==> src/rtl/run_controller.sv <==
// run_controller -- sequences a core through reset, a go delay and a monitored run.
//
// A one-cycle start pulse holds the core in reset for RST_CYCLES cycles, waits
// GO_DELAY cycles with reset released, then raises go_contr.
// The run ends on one of two events:
//   - HALT: the core's instruction register shows HALT_WORD.
//   - TIMEOUT: TIMEOUT_CYCLES run cycles elapse (0 disables this).
// HALT wins if both happen on the same edge.
// All outputs are registered.
//
// Optional feature: define RUN_CTRL_INSTR_COUNT_EN to count instruction
// changes during the run. Without it, instr_count is tied to 0.
//
// Ports:
//   clk          in   clock, all state on rising edge
//   reset        in   asynchronous active-high reset
//   start        in   one-cycle run request (honoured in IDLE/HALT/TIMEOUT)
//   ir_in        in   [31:0] core instruction register
//   core_reset   out  reset to the core
//   go_contr     out  run enable to the core
//   busy         out  high in RST_HOLD, GO_DLY, RUN
//   halted       out  last run ended on HALT_WORD
//   timeout      out  last run ended on the cycle limit
//   cycle_count  out  [31:0] run cycles in current/last run (saturating)
//   instr_count  out  [31:0] instruction changes in current/last run (saturating)
module run_controller #(
   parameter int unsigned RST_CYCLES     = 2,
   parameter int unsigned GO_DELAY       = 1,
   parameter int unsigned TIMEOUT_CYCLES = 1500,
   parameter logic [31:0] HALT_WORD      = 32'hFFFFFFFF
) (
   input  logic        clk,
   input  logic        reset,
   input  logic        start,
   input  logic [31:0] ir_in,
   output logic        core_reset,
   output logic        go_contr,
   output logic        busy,
   output logic        halted,
   output logic        timeout,
   output logic [31:0] cycle_count,
   output logic [31:0] instr_count
);

   typedef enum logic [2:0] {
      StIdle,
      StRstHold,
      StGoDly,
      StRun,
      StHalt,
      StTimeout
   } state_e;

   // A zero reset hold is stretched to one cycle so the core always sees reset.
   localparam int unsigned RstEff   = (RST_CYCLES == 0) ? 1 : RST_CYCLES;
   localparam logic [31:0] RstLast  = 32'(RstEff - 1);
   // Only meaningful when GO_DELAY != 0; GO_DLY is skipped otherwise.
   localparam logic [31:0] GoLast   = 32'(GO_DELAY - 1);
   localparam logic [31:0] ToLast   = 32'(TIMEOUT_CYCLES - 1);
   localparam bit          ToEn     = (TIMEOUT_CYCLES != 0);
   localparam bit          SkipGo   = (GO_DELAY == 0);

   state_e      state_q;
   logic [31:0] dly_q;

   logic        enter_rst;
   logic        enter_run;
   logic        halt_hit;
   logic        to_hit;
   logic [31:0] cycle_inc;

   always_comb begin
      enter_rst = start && ((state_q == StIdle) || (state_q == StHalt) ||
                            (state_q == StTimeout));
      enter_run = ((state_q == StRstHold) && (dly_q == RstLast) && SkipGo) ||
                  ((state_q == StGoDly) && (dly_q == GoLast));
      halt_hit  = (ir_in == HALT_WORD);
      to_hit    = ToEn && (cycle_count == ToLast);
      cycle_inc = (cycle_count == 32'hFFFFFFFF) ? cycle_count : cycle_count + 32'd1;
   end

   always_ff @(posedge clk or posedge reset) begin
      if (reset) begin
         state_q     <= StIdle;
         dly_q       <= '0;
         core_reset  <= 1'b1;
         go_contr    <= 1'b0;
         busy        <= 1'b0;
         halted      <= 1'b0;
         timeout     <= 1'b0;
         cycle_count <= '0;
      end else begin
         case (state_q)
            StIdle, StHalt, StTimeout: begin
               if (enter_rst) begin
                  state_q     <= StRstHold;
                  dly_q       <= '0;
                  core_reset  <= 1'b1;
                  go_contr    <= 1'b0;
                  busy        <= 1'b1;
                  halted      <= 1'b0;
                  timeout     <= 1'b0;
                  cycle_count <= '0;
               end
            end
            StRstHold: begin
               if (dly_q == RstLast) begin
                  dly_q      <= '0;
                  core_reset <= 1'b0;
                  if (enter_run) begin
                     state_q  <= StRun;
                     go_contr <= 1'b1;
                  end else begin
                     state_q  <= StGoDly;
                  end
               end else begin
                  dly_q <= dly_q + 32'd1;
               end
            end
            StGoDly: begin
               if (enter_run) begin
                  state_q  <= StRun;
                  go_contr <= 1'b1;
               end else begin
                  dly_q <= dly_q + 32'd1;
               end
            end
            StRun: begin
               // The exit edge is itself a run cycle, so it is counted too.
               cycle_count <= cycle_inc;
               if (halt_hit) begin
                  state_q  <= StHalt;
                  go_contr <= 1'b0;
                  busy     <= 1'b0;
                  halted   <= 1'b1;
               end else if (to_hit) begin
                  state_q  <= StTimeout;
                  go_contr <= 1'b0;
                  busy     <= 1'b0;
                  timeout  <= 1'b1;
               end
            end
            default: begin
               state_q    <= StIdle;
               core_reset <= 1'b1;
               go_contr   <= 1'b0;
               busy       <= 1'b0;
            end
         endcase
      end
   end

`ifdef RUN_CTRL_INSTR_COUNT_EN
   logic [31:0] ir_prev_q;

   // Sampler is preloaded on the edge entering RUN so the first run cycle
   // only counts a change that happens after the core was released.
   always_ff @(posedge clk or posedge reset) begin
      if (reset) begin
         ir_prev_q   <= '0;
         instr_count <= '0;
      end else if (enter_rst) begin
         instr_count <= '0;
      end else if (enter_run) begin
         ir_prev_q <= ir_in;
      end else if (state_q == StRun) begin
         ir_prev_q <= ir_in;
         if ((ir_in != ir_prev_q) && (instr_count != 32'hFFFFFFFF)) begin
            instr_count <= instr_count + 32'd1;
         end
      end
   end
`else
   assign instr_count = '0;
`endif

endmodule

==> config.mk <==
export PLATFORM = sky130hd
export DESIGN_NAME = run_controller
export DESIGN_NICKNAME = d
export VERILOG_FILES = /design/src/rtl/run_controller.sv
export SDC_FILE = /design/constraint.sdc
export NUM_CORES = 1
export LEC_CHECK = 0
export CAP_MARGIN = 20
export CORE_UTILIZATION = 40
export DETAILED_ROUTE_END_ITERATION = 8
export GPL_TIMING_DRIVEN = 1
export PLACE_DENSITY_LB_ADDON = 0.08
export SLEW_MARGIN = 20
export SYNTH_ARGS = -nofsm -noshare
export SYNTH_HDL_FRONTEND = slang
export SYNTH_SLANG_ARGS = --single-unit
==> constraint.sdc <==
create_clock -name clk -period 5 [get_ports clk]
set_input_delay 1 -clock clk [delete_from_list [all_inputs] [get_ports clk]]
set_output_delay 1 -clock clk [all_outputs]
set_load 0.005 [all_outputs]
==> results of run 1 <==
==> area by class of cell <==
cell class | instances | area [sq um]
Multi-Input combinational cell | 425 | 2520
Clock buffer | 11 | 243
Tap cell | 140 | 175
Timing Repair Buffer | 80 | 782
Sequential cell | 72 | 1800
Fill cell | 1046 | 5350
Inverter | 13 | 48.8
Clock inverter | 5 | 104
==> Yosys cell counts, types with 6 or more instances <==
| cell type | instances |
|---|---|
| a21oi_1 | 49 |
| buf_2 | 9 |
| buf_4 | 33 |
| clkbuf_1 | 15 |
| dfrtp_1 | 71 |
| inv_1 | 13 |
| nand2_1 | 34 |
| nand2b_1 | 6 |
| nand3_1 | 26 |
| nand4_1 | 31 |
| nor2_1 | 26 |
| nor4_1 | 24 |
| o211ai_1 | 10 |
| o21ai_0 | 29 |
| o31ai_1 | 34 |
| or3_1 | 22 |
| or4_1 | 32 |
| xor2_1 | 6 |
==> critical path: cells and delay by family <==
kind / cells / cell delay (ns)
compound gates: 2 / 0.78
simple gates: 2 / 0.96
buf+inv: 2 / 0.78
==> flip-flops by register name, indices dropped and copies added, names as in the netlist <==
signal / cells
cycle_count: 32
dly_q: 32
state_q: 3
busy: 1
core_reset: 1
go_contr: 1
halted: 1
timeout: 1
==> power by group <==
part | switching [mW] | internal (mW)
Clock | 0.256 | 0.501
Sequential | 0.00000000000274 | 0.583
Combinational | 0.0231 | 0.0245
Total | 0.279 | 1.11
==> layer usage <==
metal	up-vias	global-route usage	share of wire
li1	2146	-	-
met1	2214	0.291	0.43
met2	138	0.383	0.50
met3	22	0.0421	0.047
met4	0	0.0714	0.019
met5	-	0	0
==> logic make-up after synthesis <==
family / count (synthesis) / share of synthesized area
flip-flops: 72 / 0.391
XOR/XNOR: 8 / 0.0152
buffers and inverters: 71 / 0.0871
AO/OA/AOI/OAI: 146 / 0.197
adder cells (fa/ha/maj): 4 / 0.0108
AND/OR/NAND/NOR: 234 / 0.296
multiplexers: 1 / 0.00217
other: 1 / 0.000813
==> worst min path at each step <==
stage / cells past startpoint / slack, ns / to / startpoint
final: 2 / 0.49 / halted / halted
after global routing: 2 / 0.54 / timeout / timeout
after CTS: 2 / 0.49 / halted / halted
after detailed placement: 2 / 0.47 / halted / halted
after global placement: 2 / 0.47 / halted / halted
after floorplan: 2 / 0.47 / halted / halted
==> layout by cell type (no fill, tap or decap), drive strengths merged, types with 9 or more instances in the layout <==
master and count:
a21oi 49, o31ai 34, or3 23, or4 34, dfrtp 71, nand4 32
clkbuf 11, nor4 24, o21ai 31, clkdlybuf4s50 71, nand3 26, inv 13
nand2 34, nor2 26, conb 32, buf 9, o211ai 10
==> metrics by stage <==
stage                     utilization  total power, mW
final                           0.515             1.39
after CTS                       0.514             1.40
after global placement          0.483            0.640
after detailed placement        0.483            0.642
after global routing            0.515             1.43
after floorplan                     -            0.628
==> run summary, run 1 <==
Pre-CTS setup slack: 1.40 ns
Final hold violations: 0
Die area: 0.0120 sq mm
R2R Setup Slk: 2.00 ns
Drc violations: 0
Port bufs: 71
CTS root buf: clkbuf_16
Worst Skew: 0.00586 ns
Cell Chain, Critical Path: clkdlybuf4s50_1 > inv_1 > a21oi_1 > nor2_1 > or4_1 > a21oi_1
Mapped Avg Cell Area: 8.59 sq um
CP max stage cell: clkdlybuf4s50_1
Hold_ws: 0.486 ns
Initial antenna violation count: 0
Yosys reg bits: 72
Top-Level Pins: 104
Clock buffer count from CTS: 9
P per Cell Area: 244 mW/mm^2
HP Class: reg -> reg
Mapped Cells: 537
Fin crit share: 0.653
Leak pwr: 2.02 nW
ANT nets after route: 0
Worst EP required: 5.26 ns
CTS tree: yes
Core ar.: 0.0110 sq mm
Synth Flop Type: dfrtp_1
Layout Cells excl Fill: 746
Worst Setup SP: start
PnR worst setup slack: 1.73 ns
Initial Utilization: 0.418
Register area share after synthesis: 0.391
Crit end category: flop
Total negative slack: 0 ns
FF-to-FF path depth: 5
Most used cell, CP: a21oi_1
Worst EP arrival: 3.52 ns
DIE HEIGHT: 109 microns
Async SR Flop Fraction: 1.00
Reg-to-Reg Start: state_q[1]
Clock tree buffer depth: 2
Max Fclk: 306 MHz
Net count, final: 640
Placed Area: 0.00532 sq mm
Postcts setup bufs: 0
Max_cap viols: 0
Clk Latency, worst-skew pair: 0.34 ns
Layout Cell Area excl Fill: 0.00568 sq mm
DP Wirelength: 9280 microns
Placer Congestion: 0.860
Setup Viol. Count Final: 0
Post-synthesis to final-layout area growth: 23.1%
CTS H-Tree Depth: 3
Vias per cell: 6.06
Post-CTS Hold Buffers: 0
Clock Pin Slew Worst Setup and Hold Paths: 0.06 ns
# rows: 38
Mapped cell area: 0.00461 sq mm
Crit Path Max Fanout: 12
Clock Sinks: 72
Vias: 4,520
Peak supply drop: 0.263 mV
Vias in the first global route: 4,011
Number of enable flip-flop cells after synthesis: 0
Antenna cells: 0
Post-DR wirelength/cell: 17.4 microns
Congestion Overflow GR: 0
Least-Margin Pin Slew: 1.05 ns
GRT Total Usage: 0.226
Detailed router's first-iteration violation count: 242
Top cell type's share of synthesized area: 0.385
WL final: 13,000 microns
Cell variety after synth: 52
Min Tclk post-route: 3.27 ns
Chip width: 109 microns
Drt pass-1 iters: 5
Crit-path max cell delay: 0.67 ns
Critical Path Sink: dly_q[21]
Share of layout cells above drive strength 1: 0.0545
Unrepaired setup endpoints after global routing: no
Relative slew slack: 0.297
RR Endpoint: dly_q[26]
Ranking of synthesized cells by area: dfrtp_1 39%, o31ai_1 5.5%, buf_4 5.4%
Resize count post-CTS: 0
Area leader, netlist: dfrtp_1
Startpoint types: input port
Status: finished, final reports clean
Placed Cells: 729
First-pass GRT wire length: 20,900 microns
Final Max Slew Viols: 0
Pin count of the biggest net entering global routing: 42
Synth warn: 0
Crit Path Class: in -> reg
Note: power is estimated with default switching activity, not from simulation.
==> run 2: changes to the inputs <==
- clock period: 5 -> 3.39 ns (I/O delays scaled with it)
==> run summary, run 2 (same netlist as run 1, synthesis figures left out) <==
Status: finished, final reports clean
Initial antenna violation count: 0
Crit Path Class: reg -> reg
Drc violations: 0
Port bufs: 71
Clock Sinks: 72
Unrepaired setup endpoints after global routing: no
Die area: 0.0120 sq mm
Least-Margin Pin Slew: 0.775 ns
Final Core Density: 0.519
Initial Utilization: 0.418
CTS H-Tree Depth: 3
Resize count post-CTS: 0
Reg-to-Reg Start: state_q[2]
Clock Pin Slew Worst Setup and Hold Paths: 0.06 ns
Worst EP arrival: 2.92 ns
Worst Setup SP: state_q[2]
Total negative slack: 0 ns
Min Tclk post-route: 2.69 ns
Crit-path leading delay family: simple AND/OR/NAND/NOR gates
# rows: 38
HP Class: reg -> reg
Worst Skew: 0.00920 ns
ANT nets after route: 0
Post-DR wirelength/cell: 17.1 microns
Clk Latency, worst-skew pair: 0.34 ns
Post-CTS Hold Buffers: 0
Worst EP required: 3.62 ns
Drt pass-1 iters: 4
Final Max Slew Viols: 0
WL final: 12,900 microns
Max_cap viols: 0
Leak pwr: 2.05 nW
CTS tree: yes
Reg area: 0.00180 sq mm
Clock tree buffer depth: 2
Detailed router's first-iteration violation count: 211
Placer Congestion: 0.894
Startpoint types: flop
Hold_sp: halted
Crit-path max cell delay: 0.66 ns
Largest regs: cycle_count: 32 flops, dly_q: 32 flops, state_q: 3 flops
CTS root buf: clkbuf_16
Top-Level Pins: 104
Highest-count cells in the layout ignoring fill and taps: 71 x dfrtp_1, 71 x clkdlybuf4s50_1, 49 x a21oi_1
Crit end category: flop
Relative slew slack: 0.482
DIE HEIGHT: 109 microns
Postcts setup bufs: 0
CP max stage cell: or4_1
First-pass GRT wire length: 21,800 microns
Max Fclk: 372 MHz
Vias: 4,473
Post-synthesis to final-layout area growth: 24.2%
Fin crit share: 0.793
Final hold violations: 0
Vias per cell: 5.94
DP Wirelength: 9360 microns
Chip width: 109 microns
Share of layout cells above drive strength 1: 0.0653
Clock buffer count from CTS: 9
Multi-input gate area in the final layout: 0.00252 sq mm
Core ar.: 0.0110 sq mm
P per Cell Area: 347 mW/mm^2
Peak supply drop: 0.219 mV
Net count, final: 647
Crit path buf inv count: 1
Cell Chain, Critical Path: nand3b_1 > or4_1 > nor3_2 > buf_4 > o211ai_1 > o31ai_1
Congestion Overflow GR: 0
Layout fillers: 1,071
Vias in the first global route: 4,329
GRT Total Usage: 0.233
Setup Viol. Count Final: 0
Antenna cells: 0
Pin count of the biggest net entering global routing: 39
Crit Path Max Fanout: 25
run 2: worst paths after layout:
kind                       slack (ns)  cells past startpoint               to
max in group asynchronous        1.85                      3       core_reset
setup reg to reg                 0.70                      6   cycle_count[7]
hold reg to reg                  0.48                      2           halted
setup / recovery                 0.70                      6   cycle_count[7]
min in group asynchronous        0.80                      2  cycle_count[25]
hold / removal                   0.48                      2           halted
run 2: area by class of cell:
type                       instances  area share
timing repair buffer              87       0.147
clock inverter                     4      0.0133
clock buffer                      12      0.0448
sequential                        72       0.315
tap                              140      0.0306
multi-input combinational        425       0.441
inverter                          13     0.00852
run 2: metal layers:
layer,share of wire,GRT usage
met1,0.44,0.295
met2,0.49,0.388
met3,0.038,0.0368
met4,0.035,0.115
met5,0,0
run 2: power by group:
part | leakage (nW) | internal [mW] | switching [mW]
registers | 0.836 | 0.860 | 0.00000000000408
clock network | 0.159 | 0.686 | 0.372
logic | 1.06 | 0.0377 | 0.0338
run 2: stage by stage:
| stage | power [mW] | setup WS [ns] | std cells | hold WS (ns) | area [sq um] |
|---|---|---|---|---|---|
| 6_report | 1.99 | 0.700 | 753 | 0.477 | 5730 |
| 5_1_grt | 2.05 | 0.488 | 753 | 0.527 | 5730 |
| 4_1_cts | 2.02 | 0.742 | 753 | 0.482 | 5730 |
| 3_5_place_dp | 0.948 | 0.584 | 737 | 0.470 | 5400 |
| 3_3_place_gp | 0.947 | 0.674 | 737 | 0.471 | 5400 |
| 2_1_floorplan | 0.926 | 0.889 | 568 | 0.473 | 4730 |
run 2: worst min-delay path: stages (launching register included):
cell and delay, ns:
dfrtp_1 0.34, nand2_1 0.04, o21ai_0 0.06
==> run 3: changes to the inputs <==
- clock period: 3.39 -> 2.2 ns (I/O delays scaled with it)
==> run summary, run 3 (same netlist as run 1, synthesis figures left out) <==
Status: finished with violations
Violated checks: setup timing
Final hold violations: 0
Commonest non-fill, non-tap cell in the layout: buf_4
HP Class: reg -> reg
Routed wl met3: 530 microns
Least-Margin Pin Slew: 0.671 ns
DIE HEIGHT: 109 microns
Min Tclk post-route: 2.21 ns
Clock Sinks: 72
Max_cap viols: 0
# rows: 38
Placer Congestion: 0.905
Detailed router's first-iteration violation count: 279
Clock Pin Slew Worst Setup and Hold Paths: 0.06 ns
Congestion Overflow GR: 0
Clock buffer count from CTS: 9
WL final: 14,000 microns
Initial antenna violation count: 0
ANT nets after route: 0
Antenna cells: 0
DP Wirelength: 10,200 microns
Die area: 0.0120 sq mm
Drt pass-1 iters: 5
WHS Path Cells: 2
Crit Path Max Fanout: 4
Share of layout cells above drive strength 1: 0.189
Hold endpoint: halted
CTS root buf: clkbuf_16
P per Cell Area: 485 mW/mm^2
Crit end category: flop
Net count, final: 721
Vias in the first global route: 4,654
Max Fclk: 453 MHz
Crit Path Class: reg -> reg
Fin crit share: 1.00
Pin count of the biggest net entering global routing: 73
Leak pwr: 2.43 nW
Core ar.: 0.0110 sq mm
Clk Latency, worst-skew pair: 0.33 ns
Total negative slack: -0.00861 ns
Top-Level Pins: 104
Vias per cell: 5.85
Wl on met1: 5880 microns
GRT Total Usage: 0.246
Peak supply drop: 0.290 mV
Hold_sp: halted
Post-CTS Hold Buffers: 0
Startpoint types: flop
Port bufs: 71
Post-DR wirelength/cell: 17.0 microns
Unrepaired setup endpoints after global routing: yes
Clock tree buffer depth: 2
CTS tree: yes
Post-synthesis to final-layout area growth: 38.7%
Top sig layer: met4
Reg-to-Reg Start: dly_q[8]
Highest-count cells in the layout ignoring fill and taps: 86 x buf_4, 71 x clkdlybuf4s50_1, 70 x dfrtp_1
CTS H-Tree Depth: 3
DR WL met2: 7360 microns
Relative slew slack: 0.551
First-pass GRT wire length: 22,800 microns
Largest regs: cycle_count: 32 flops, dly_q: 32 flops, state_q: 3 flops
Chip width: 109 microns
RR Endpoint: dly_q[22]
Worst EP arrival: 2.47 ns
Initial Utilization: 0.418
PnR worst setup slack: -0.00861 ns
Vias: 4,841
R2R Setup Slk: -0.009 ns
Drc violations: 0
Worst EP required: 2.46 ns
Final Max Slew Viols: 0
Setup Viol. Count Final: 1
FF-to-FF path depth: 5
Worst Skew: 0.0109 ns
Hold_ws: 0.490 ns
run 3: cell count changes in the layout (fill, tap and decap cells not counted), moves of 2 or more:
| cell | delta |
|---|---|
| a21oi_1 | -2 |
| buf_12 | +2 |
| o31ai_1 | -2 |
| o31ai_2 | +2 |
| or4_1 | -2 |
| or4_4 | +2 |
| nor4_2 | +2 |
| inv_6 | +2 |
| nor4_1 | -3 |
| buf_4 | +71 |
| a21oi_2 | +2 |
run 3: power breakdown:
group / switching, mW / internal (mW) / leakage [nW] / total [mW]
combinational: 0.0528 / 0.0609 / 1.43 / 0.114
sequential: 0.00000000000707 / 1.32 / 0.835 / 1.32
clock: 0.602 / 1.07 / 0.167 / 1.67
run 3: layout make-up:
class,count,area (sq um)
flip-flops and latches,72,1800
multi-input cells,425,2600
inverters,13,52.6
well taps,140,175
fillers,983,4630
clock buffers,11,253
repair buffers,161,1430
clock inverters,5,86.3
run 3: layer usage:
layer,global-route usage,vias to the layer above
li1,-,2311
met1,0.291,2350
met2,0.457,157
met3,0.0302,23
met4,0.0876,0
met5,0,-
run 3: per-stage QoR:
stage | utilization | setup WS (ns) | instances | power (mW) | cell area (sq um)
4_1_cts | 0.572 | 0.00267 | 823 | 3.12 | 6310
3_5_place_dp | 0.540 | -0.115 | 805 | 1.46 | 5950
6_report | 0.580 | -0.00861 | 827 | 3.11 | 6400
2_1_floorplan | - | -0.0578 | 568 | 1.43 | 4750
5_1_grt | 0.580 | -0.0508 | 827 | 3.20 | 6400
3_3_place_gp | 0.540 | -0.0336 | 805 | 1.46 | 5950
run 3: worst max-delay path, cell delays in order, from the launching register on:
cell and delay [ns]:
dfrtp_1 0.41, nand4_1 0.12, or4_4 0.58, or3_4 0.41, or4_4 0.49, a21oi_2 0.13
run 3: worst max-delay path by stage:
stage                               from              end  slack [ns]  cells past startpoint
after floorplan           cycle_count[3]  cycle_count[28]       -0.06                      5
after CTS                       dly_q[5]        dly_q[22]       0.003                      5
final                           dly_q[8]        dly_q[22]      -0.009                      5
after detailed placement           start        dly_q[28]       -0.12                      7
after global routing            dly_q[8]        dly_q[22]       -0.05                      5
after global placement             start        dly_q[26]       -0.03                      7
run 3: repair_timing:
| action | 4_1_cts | 5_1_grt |
|---|---|---|
| endpoints found under the setup margin | 5 | 34 |
| pin swaps | 4 | 8 |
| gates cloned | 0 | 0 |
| resized for setup | 1 | 14 |
| hold endpoints to repair | 0 | 0 |
| setup buffers | 2 | 4 |
